$ cat config.mk
export PLATFORM = sky130hd
export DESIGN_NAME = alu_seq
export DESIGN_NICKNAME = d
export VERILOG_FILES = /design/src/rtl/alu_seq.sv
export SDC_FILE = /design/constraint.sdc
export NUM_CORES = 1
export LEC_CHECK = 0
export ABC_AREA = 1
export ABC_CLOCK_PERIOD_IN_PS = 2090
export BUFFER_PORTS_ARGS = -buffer_cell sky130_fd_sc_hd__buf_2
export CAP_MARGIN = 20
export CORE_AREA = 2 2 83 77
export DETAILED_ROUTE_END_ITERATION = 10
export DIE_AREA = 0 0 85 79
export PLACE_DENSITY = 0.87
export RECOVER_POWER = 50
export SLEW_MARGIN = 20
export SYNTH_ARGS = -nofsm -noshare
export SYNTH_HDL_FRONTEND = slang
export SYNTH_SLANG_ARGS = --single-unit
$ cat constraint.sdc
create_clock -name clk -period 2.09 [get_ports clk]
set_input_delay 0.1045 -clock clk [delete_from_list [all_inputs] [get_ports clk]]
set_output_delay 0.1045 -clock clk [all_outputs]
set_load 0.05 [all_outputs]
$ cat src/rtl/alu_seq.sv
// rtl/alu_seq.sv - sequencer driving an external Hack ALU, with optional shift-add multiply
//
// Purpose: accepts a command (op, x, y) and runs it through an external Hack ALU.
//   Ops 0..15 take a single ALU cycle. Op 16 is a 16-cycle shift-add multiply built
//   from repeated ALU adds; it is only present when ALU_SEQ_MUL_EN is defined.
//   Any other op returns an error response.
//
// Ports:
//   clk, rst                      clock, asynchronous active-high reset
//   cmd_valid/cmd_ready           command handshake; cmd_op[4:0], cmd_x, cmd_y payload
//   rsp_valid/rsp_ready           response handshake; rsp_o, rsp_zr, rsp_ng, rsp_err payload
//   zx, nx, zy, ny, f, no         control bits to the external ALU
//   alu_x, alu_y                  operands to the external ALU
//   alu_o, alu_zr, alu_ng         result and flags from the external ALU
//   busy                          high whenever the sequencer is not idle
//
// Build option: ALU_SEQ_MUL_EN compiles in the MUL state, iteration counter and
//   multiplier shift register.

module alu_seq (
    input  logic        clk,
    input  logic        rst,
    input  logic        cmd_valid,
    output logic        cmd_ready,
    input  logic [4:0]  cmd_op,
    input  logic [15:0] cmd_x,
    input  logic [15:0] cmd_y,
    output logic        rsp_valid,
    input  logic        rsp_ready,
    output logic [15:0] rsp_o,
    output logic        rsp_zr,
    output logic        rsp_ng,
    output logic        rsp_err,
    output logic        zx,
    output logic        nx,
    output logic        zy,
    output logic        ny,
    output logic        f,
    output logic        no,
    output logic [15:0] alu_x,
    output logic [15:0] alu_y,
    input  logic [15:0] alu_o,
    input  logic        alu_zr,
    input  logic        alu_ng,
    output logic        busy
);

    // Control words are ordered {zx, nx, zy, ny, f, no}.
    localparam logic [5:0] CTL_ZERO  = 6'b101010;
    localparam logic [5:0] CTL_ADD   = 6'b000010;
    localparam logic [5:0] CTL_PASSX = 6'b001100;

    typedef enum logic [1:0] {
        IDLE = 2'd0,
        EXEC = 2'd1,
        RESP = 2'd2
`ifdef ALU_SEQ_MUL_EN
        ,
        MUL  = 2'd3
`endif
    } state_t;

    state_t      state_q;
    logic        cmd_ready_q;
    logic        busy_q;
    logic        rsp_valid_q;
    logic [15:0] rsp_o_q;
    logic        rsp_zr_q;
    logic        rsp_ng_q;
    logic        rsp_err_q;
    logic [5:0]  ctl_q;
    // During MUL these two double as the accumulator (alu_x_q) and the
    // left-shifting multiplicand (alu_y_q), so the ALU always sees acc + mcand.
    logic [15:0] alu_x_q;
    logic [15:0] alu_y_q;

`ifdef ALU_SEQ_MUL_EN
    logic [3:0]  cnt_q;
    logic [15:0] mplier_q;
    logic [15:0] mplier_d;

    assign mplier_d = mplier_q >> 1;
`endif

    function automatic logic [5:0] decode(input logic [3:0] op);
        logic [5:0] c;
        case (op)
            4'd0:    c = 6'b101010;
            4'd1:    c = 6'b111111;
            4'd2:    c = 6'b111010;
            4'd3:    c = 6'b001100;
            4'd4:    c = 6'b110000;
            4'd5:    c = 6'b001101;
            4'd6:    c = 6'b110001;
            4'd7:    c = 6'b001111;
            4'd8:    c = 6'b110011;
            4'd9:    c = 6'b011111;
            4'd10:   c = 6'b110111;
            4'd11:   c = 6'b000010;
            4'd12:   c = 6'b010011;
            4'd13:   c = 6'b000111;
            4'd14:   c = 6'b000000;
            default: c = 6'b010101;
        endcase
        return c;
    endfunction

    always_ff @(posedge clk or posedge rst) begin
        if (rst) begin
            state_q     <= IDLE;
            cmd_ready_q <= 1'b1;
            busy_q      <= 1'b0;
            rsp_valid_q <= 1'b0;
            rsp_o_q     <= 16'd0;
            rsp_zr_q    <= 1'b0;
            rsp_ng_q    <= 1'b0;
            rsp_err_q   <= 1'b0;
            ctl_q       <= CTL_ZERO;
            alu_x_q     <= 16'd0;
            alu_y_q     <= 16'd0;
`ifdef ALU_SEQ_MUL_EN
            cnt_q       <= 4'd0;
            mplier_q    <= 16'd0;
`endif
        end else begin
            case (state_q)
                IDLE: begin
                    // cmd_ready is always high here, so cmd_valid alone accepts.
                    if (cmd_valid) begin
                        cmd_ready_q <= 1'b0;
                        busy_q      <= 1'b1;
                        if (!cmd_op[4]) begin
                            state_q <= EXEC;
                            ctl_q   <= decode(cmd_op[3:0]);
                            alu_x_q <= cmd_x;
                            alu_y_q <= cmd_y;
                        end
`ifdef ALU_SEQ_MUL_EN
                        else if (cmd_op == 5'd16) begin
                            state_q  <= MUL;
                            cnt_q    <= 4'd0;
                            mplier_q <= cmd_y;
                            ctl_q    <= cmd_y[0] ? CTL_ADD : CTL_PASSX;
                            alu_x_q  <= 16'd0;
                            alu_y_q  <= cmd_x;
                        end
`endif
                        else begin
                            state_q     <= RESP;
                            rsp_valid_q <= 1'b1;
                            rsp_o_q     <= 16'd0;
                            rsp_zr_q    <= 1'b1;
                            rsp_ng_q    <= 1'b0;
                            rsp_err_q   <= 1'b1;
                        end
                    end
                end

                EXEC: begin
                    state_q     <= RESP;
                    rsp_valid_q <= 1'b1;
                    rsp_o_q     <= alu_o;
                    rsp_zr_q    <= alu_zr;
                    rsp_ng_q    <= alu_ng;
                    rsp_err_q   <= 1'b0;
                    ctl_q       <= CTL_ZERO;
                    alu_x_q     <= 16'd0;
                    alu_y_q     <= 16'd0;
                end

`ifdef ALU_SEQ_MUL_EN
                MUL: begin
                    mplier_q <= mplier_d;
                    rsp_zr_q <= alu_zr;
                    rsp_ng_q <= alu_ng;
                    if (cnt_q == 4'd15) begin
                        state_q     <= RESP;
                        rsp_valid_q <= 1'b1;
                        rsp_o_q     <= alu_o;
                        rsp_err_q   <= 1'b0;
                        ctl_q       <= CTL_ZERO;
                        alu_x_q     <= 16'd0;
                        alu_y_q     <= 16'd0;
                    end else begin
                        cnt_q   <= cnt_q + 4'd1;
                        // Control for the next iteration looks at the bit that
                        // becomes mplier[0] after this edge's shift.
                        ctl_q   <= mplier_d[0] ? CTL_ADD : CTL_PASSX;
                        alu_x_q <= alu_o;
                        alu_y_q <= alu_y_q << 1;
                    end
                end
`endif

                RESP: begin
                    // Returning through IDLE guarantees at least one idle cycle
                    // between consuming a response and accepting the next command.
                    if (rsp_ready) begin
                        state_q     <= IDLE;
                        rsp_valid_q <= 1'b0;
                        cmd_ready_q <= 1'b1;
                        busy_q      <= 1'b0;
                    end
                end

                default: begin
                    state_q     <= IDLE;
                    cmd_ready_q <= 1'b1;
                    busy_q      <= 1'b0;
                    rsp_valid_q <= 1'b0;
                    ctl_q       <= CTL_ZERO;
                    alu_x_q     <= 16'd0;
                    alu_y_q     <= 16'd0;
                end
            endcase
        end
    end

    assign cmd_ready = cmd_ready_q;
    assign busy      = busy_q;
    assign rsp_valid = rsp_valid_q;
    assign rsp_o     = rsp_o_q;
    assign rsp_zr    = rsp_zr_q;
    assign rsp_ng    = rsp_ng_q;
    assign rsp_err   = rsp_err_q;
    assign zx        = ctl_q[5];
    assign nx        = ctl_q[4];
    assign zy        = ctl_q[3];
    assign ny        = ctl_q[2];
    assign f         = ctl_q[1];
    assign no        = ctl_q[0];
    assign alu_x     = alu_x_q;
    assign alu_y     = alu_y_q;

endmodule

* Word level (Yosys, flattened, before mapping)
Memories as Yosys holds them, arrays and structs flattened.
Cells that the tools add are included.
** Storage, ports and cells
- Logic and storage cells :: 57
- Memories kept :: 1
- Latch bits :: 0
- Input bits :: 59
- Bits in read-only memories :: 96
- Register bits :: 62
- Bits in writable memories :: 0
- Output and inout port bits :: 60
** Cells by class
- $lt $le $gt $ge :: 0
- Bitwise logic cells :: 2
- Equal/unequal tests :: 6
- Shift-type cells :: 0
- Multipliers :: 0
- Divide/modulo/power cells :: 0
- Reduce and logical (&&, ||, !) cells :: 7
- Add/sub/neg operators :: 0
- Mux-type cells :: 30
** Memories
- (no name shown) :: words 16, width 6, read ports 1, clocked after Yosys merged registers in 0, wr ports 0, RTL line 87 : case (op)
** Operators by type and width (number)
- 2-to-1 mux 16 bit :: 6
- one-hot mux 16 bit (2 select lines) :: 3
- 2-to-1 mux 6 bit :: 2
- one-hot mux 6 bit (2 select lines) :: 1
- AND reduction 3 bit :: 4
- one-hot mux 1 bit (3 select lines) :: 3
- 2-to-1 mux 1 bit :: 8
- != test 2 bit, second input constant :: 4
- 2-to-1 mux 2 bit :: 3
- one-hot mux 1 bit (2 select lines) :: 3
- one-hot mux 2 bit (3 select lines) :: 1
- equality test 2 x 1 -> 1 bit, second input constant :: 1
- equality test 2 bit, second input constant :: 1
- logical NOT 2 bit :: 1
- NOT 1 bit :: 2
- AND reduction 2 bit :: 1
- nonzero test 2 bit :: 1

* Depth between registers and ports, before layout
An unclocked memory read counts as a cell.
- Word-level depth :: 4
- Gate-level depth with buffers :: 8
- Mapped depth without buffers :: 8

* Worst setup path after synthesis
OpenSTA, ideal clock, no wires.
- Path type :: register to register
- From :: register state_q[1]
- To :: register rsp_zr_q (netlist: rsp_zr)
- Data required time :: 1.964 ns
- Buffers on the path :: 1
- Stages on the path, launching flop included :: 6
- Period minus slack after synthesis :: 1.175 ns
- Setup slack :: 0.915 ns
- Setup time :: 0.126 ns
- Data arrival time :: 1.049 ns
- Cell sequence :: dfrtp_1 -> nor2_4 -> nand2_1 -> o211ai_2 -> buf_2 -> a21oi_1
** Between the ends
- Word-level cells in the longest chain between the ends :: 3
- Elaborated cells on any way between the ends :: 7
- Those cells by class :: 3 x eq/ne; 1 x mux; 3 x reduce/logical
** RTL lines
- start: declaration :: RTL line 63 : state_t state_q;
- start signal: assignment :: RTL line 110 : state_q <= IDLE;
- start signal: assignment :: RTL line 133 : state_q <= EXEC;
- start signal: assignment :: RTL line 149 : state_q <= RESP;
- equality test 2 x 1 -> 1 bit / logical NOT 2 bit (equally long branches) :: RTL line 126 : case (state_q)
- nonzero test 2 bit (no source line) / != test 2 bit (equally long branches)
- AND reduction 3 bit (no source line)
- end signal: assignment :: RTL line 163 : rsp_zr_q <= alu_zr;
- end: declaration :: RTL line 68 : logic rsp_zr_q;
Parallel ways exist; a longest one is shown, timed or not.
A chain may end at the register's enable or synchronous reset.

* Final worst setup path
- From :: register state_q[0]
- To :: register rsp_err_q (netlist: rsp_err)
** Between the ends
- Word-level cells in the longest chain between the ends :: 3
- Elaborated cells on any way between the ends :: 7
- Those cells by class :: 3 x eq/ne; 1 x mux; 3 x reduce/logical
** RTL lines
- equality test 2 x 1 -> 1 bit / logical NOT 2 bit (equally long branches) :: RTL line 126
- nonzero test 2 bit (no source line) / != test 2 bit (equally long branches)
- AND reduction 3 bit (no source line)
- end signal: assignment :: RTL line 117 : rsp_err_q <= 1'b0;
- end signal: assignment :: RTL line 154 : rsp_err_q <= 1'b1;
- end signal: assignment :: RTL line 165 : rsp_err_q <= 1'b0;
- end: declaration :: RTL line 70 : logic rsp_err_q;
Parallel ways exist; a longest one is shown, timed or not.

==> metrics.cfg <==
[outcome]
status=completed

[layout]
area_growth_pct=51.7
antenna_cells=0
drive_gt1_share_pct=24.4
seqCellArea_sq_um=1560
final_area_sq_um=3930
multi_input_area_sq_um=926
nNetsFinal=542
n_fill_cell=455

[worst_setup_path]
crit_path_start=state_q[0]
path_cells=o211ai_2 > o21ai_0
critical_path_class=reg -> reg
r2r-start=state_q[0]
critPathSlowestCell=o211ai_2
startpoint_type=register
cp_max_fo=22
critPathTopFamily=compound AO/OA/AOI/OAI gates
worstPathRequired_ns=2.25
max_stage_delay_ns=0.74
regToRegSetupSlack_ns=0.49
path_buf_inv=0
end_kind=register
cp.arrival_ns=1.76

[timing]
fin_tns_setup_ns=0
setup_viol=0
tightest_slew_ns=0.861
clock.fmax_ghz=0.625
fin_skew_ns=0.00446
rsz0062_at_grt=false
slew_headroom_pct=42.4
slew_violations=0
period_share_pct=76.6
hold_viol_final=0
final.setup.worst_slack_ns=0.489
min_period_ns=1.60

[clocking]
postCtsSetupBuffers=0
ctsHoldBuffers=50
cts_buffers=9
cts_tree=done
clock_sinks=62
htree_levels=3
ctsResizeCount=0
root_buffer=clkbuf_8
clk_path_buf_depth=2
clk_pin_slew_ns=0.07
clkLatencyLatePin_ns=0.33

[floorplanning]
num_rows=27
die-area_sq_um=6720
die_height_microns=79
initial_core_util_pct=43.9
die_w_microns=85
ios=119
coreArea_sq_um=5910

[drt]
dr.first_iter.drc_count=167
vias_per_cell=4.67
ant_nets=0
dr.pass1.iters=5
wire_per_inst_microns=13.1
drc=0
routed-via-count=2594
routed_wl_microns=7300

[synthesis]
synth_top_area_cell=dfrtp_1
ys_warn_count=0
ys.flop_type=dfrtp_1
yosysSeqAreaShare_pct=60.0
syn_nets=369
ys_ff_latch=62
synth_top_area_share_pct=56.0
synth-edff-count=0
yosys-top-cells-count=nand2_1 (185), dfrtp_1 (58), inv_1 (13), buf_2 (8), o21ai_0 (8)
yosysMostFrequentCell=nand2_1
syn_area_sq_um=2590
synthTopCellsByArea=dfrtp_1 (56%), nand2_1 (27%), dfstp_2 (4.1%)
synthCells=306
ys_async_sr_fraction_pct=100
syn_area_per_cell_sq_um=8.47
synth_cell_types=18

[global_routing]
grt_max_degree=63
antenna_found_initial=0
track_usage_pct=22.7
grt_pass1_wl_microns=11900
grt.overflow.total=0
grt_pass1_vias=2639

[power]
powerDensity_nw_per_um2=1550
leakagePower_nw=2.22
vdd_drop_max_uv=970

[placed_design]
port_buffers=118
gp_congestion=0.814
post-place-ws_ns=0.539
placed_area_sq_um=3270
place_hpwl_microns=4190

[flow_run]
max-cap-violations=0

[min_path]
min_from=alu_zr
worstHoldPathType=in -> reg

-- state kept, by name (all words and copies together), names as in the netlist --
register and count:
alu_x 16, alu_y 16, busy 1, cmd_ready 1, ctl_q 6, rsp_err 1, rsp_ng 1, rsp_o 16
rsp_valid 1, rsp_zr 1, state_q 2
-- layer usage --
metal	track usage [%]	vias up	part of all wire, %
met4	11.1	0	2.5
li1	-	1276	-
met5	0	-	0
met2	39.8	118	50
met1	25.8	1181	40
met3	5.61	19	6.9
-- worst paths after layout --
path                       depth (start not counted)        to
hold / removal                                     3    rsp_zr
hold reg to reg                                    2  ctl_q[1]
setup reg to reg                                   2   rsp_err
max in group asynchronous                          4  ctl_q[1]
setup / recovery                                   2   rsp_err
min in group asynchronous                          4  alu_y[1]
-- final cells by class --
cell class / count / share of cell area [%]
clock buffers: 12 / 3.95
flip-flops and latches: 62 / 39.6
multi-input cells: 218 / 23.5
well taps: 72 / 2.29
clock inverters: 4 / 1.15
inverters: 15 / 1.43
repair buffers: 173 / 28.1
-- power breakdown --
part,internal [mW],switching [mW],total (mW)
clock network,0.610,0.424,1.03
registers,1.70,0.294,2.00
logic,0.615,2.44,3.06
total,2.93,3.16,6.09
-- cells in the final DEF, fill, tap and decap left out, drive strengths merged --
cell type and instances:
nand2 185, buf 93, dfrtp 58, dlygate4sd3 50
clkbuf 42, inv 15, o21ai 8, nand3 7
nor2 6, ha 4, dfstp 4, a21oi 3
clkinv 3, o211ai 2, nand3b 1, a31oi 1
nor3 1, bufinv 1
-- per-stage QoR --
stage	util [%]	hold WS (ns)	instances	total power [mW]
3_3_place_gp	55.3	0.196	490	4.94
6_report	66.5	0.0499	556	6.09
5_1_grt	66.5	0.0736	556	6.42
2_1_floorplan	-	0.221	306	4.28
3_5_place_dp	55.3	0.203	490	5.01
4_1_cts	67.2	0.0326	556	6.14
-- worst register-to-register path, stage by stage, from the launching register on --
cell	delay, ns
dfrtp_1	0.47
o211ai_2	0.74
o21ai_0	0.23
-- cells by family (layout without fill, tap and decap cells) --
kind of cell             count (synthesis)  after routing  share of synthesized area [%]
adder cells (fa/ha/maj)                  4              4                           1.93
flip-flops                              62             62                           60.0
AND/OR/NAND/NOR                        200            200                           30.1
AO/OA/AOI/OAI                           14             14                           3.38
buffers and inverters                   26            204                           4.59
(Power assumes the default switching activity.)
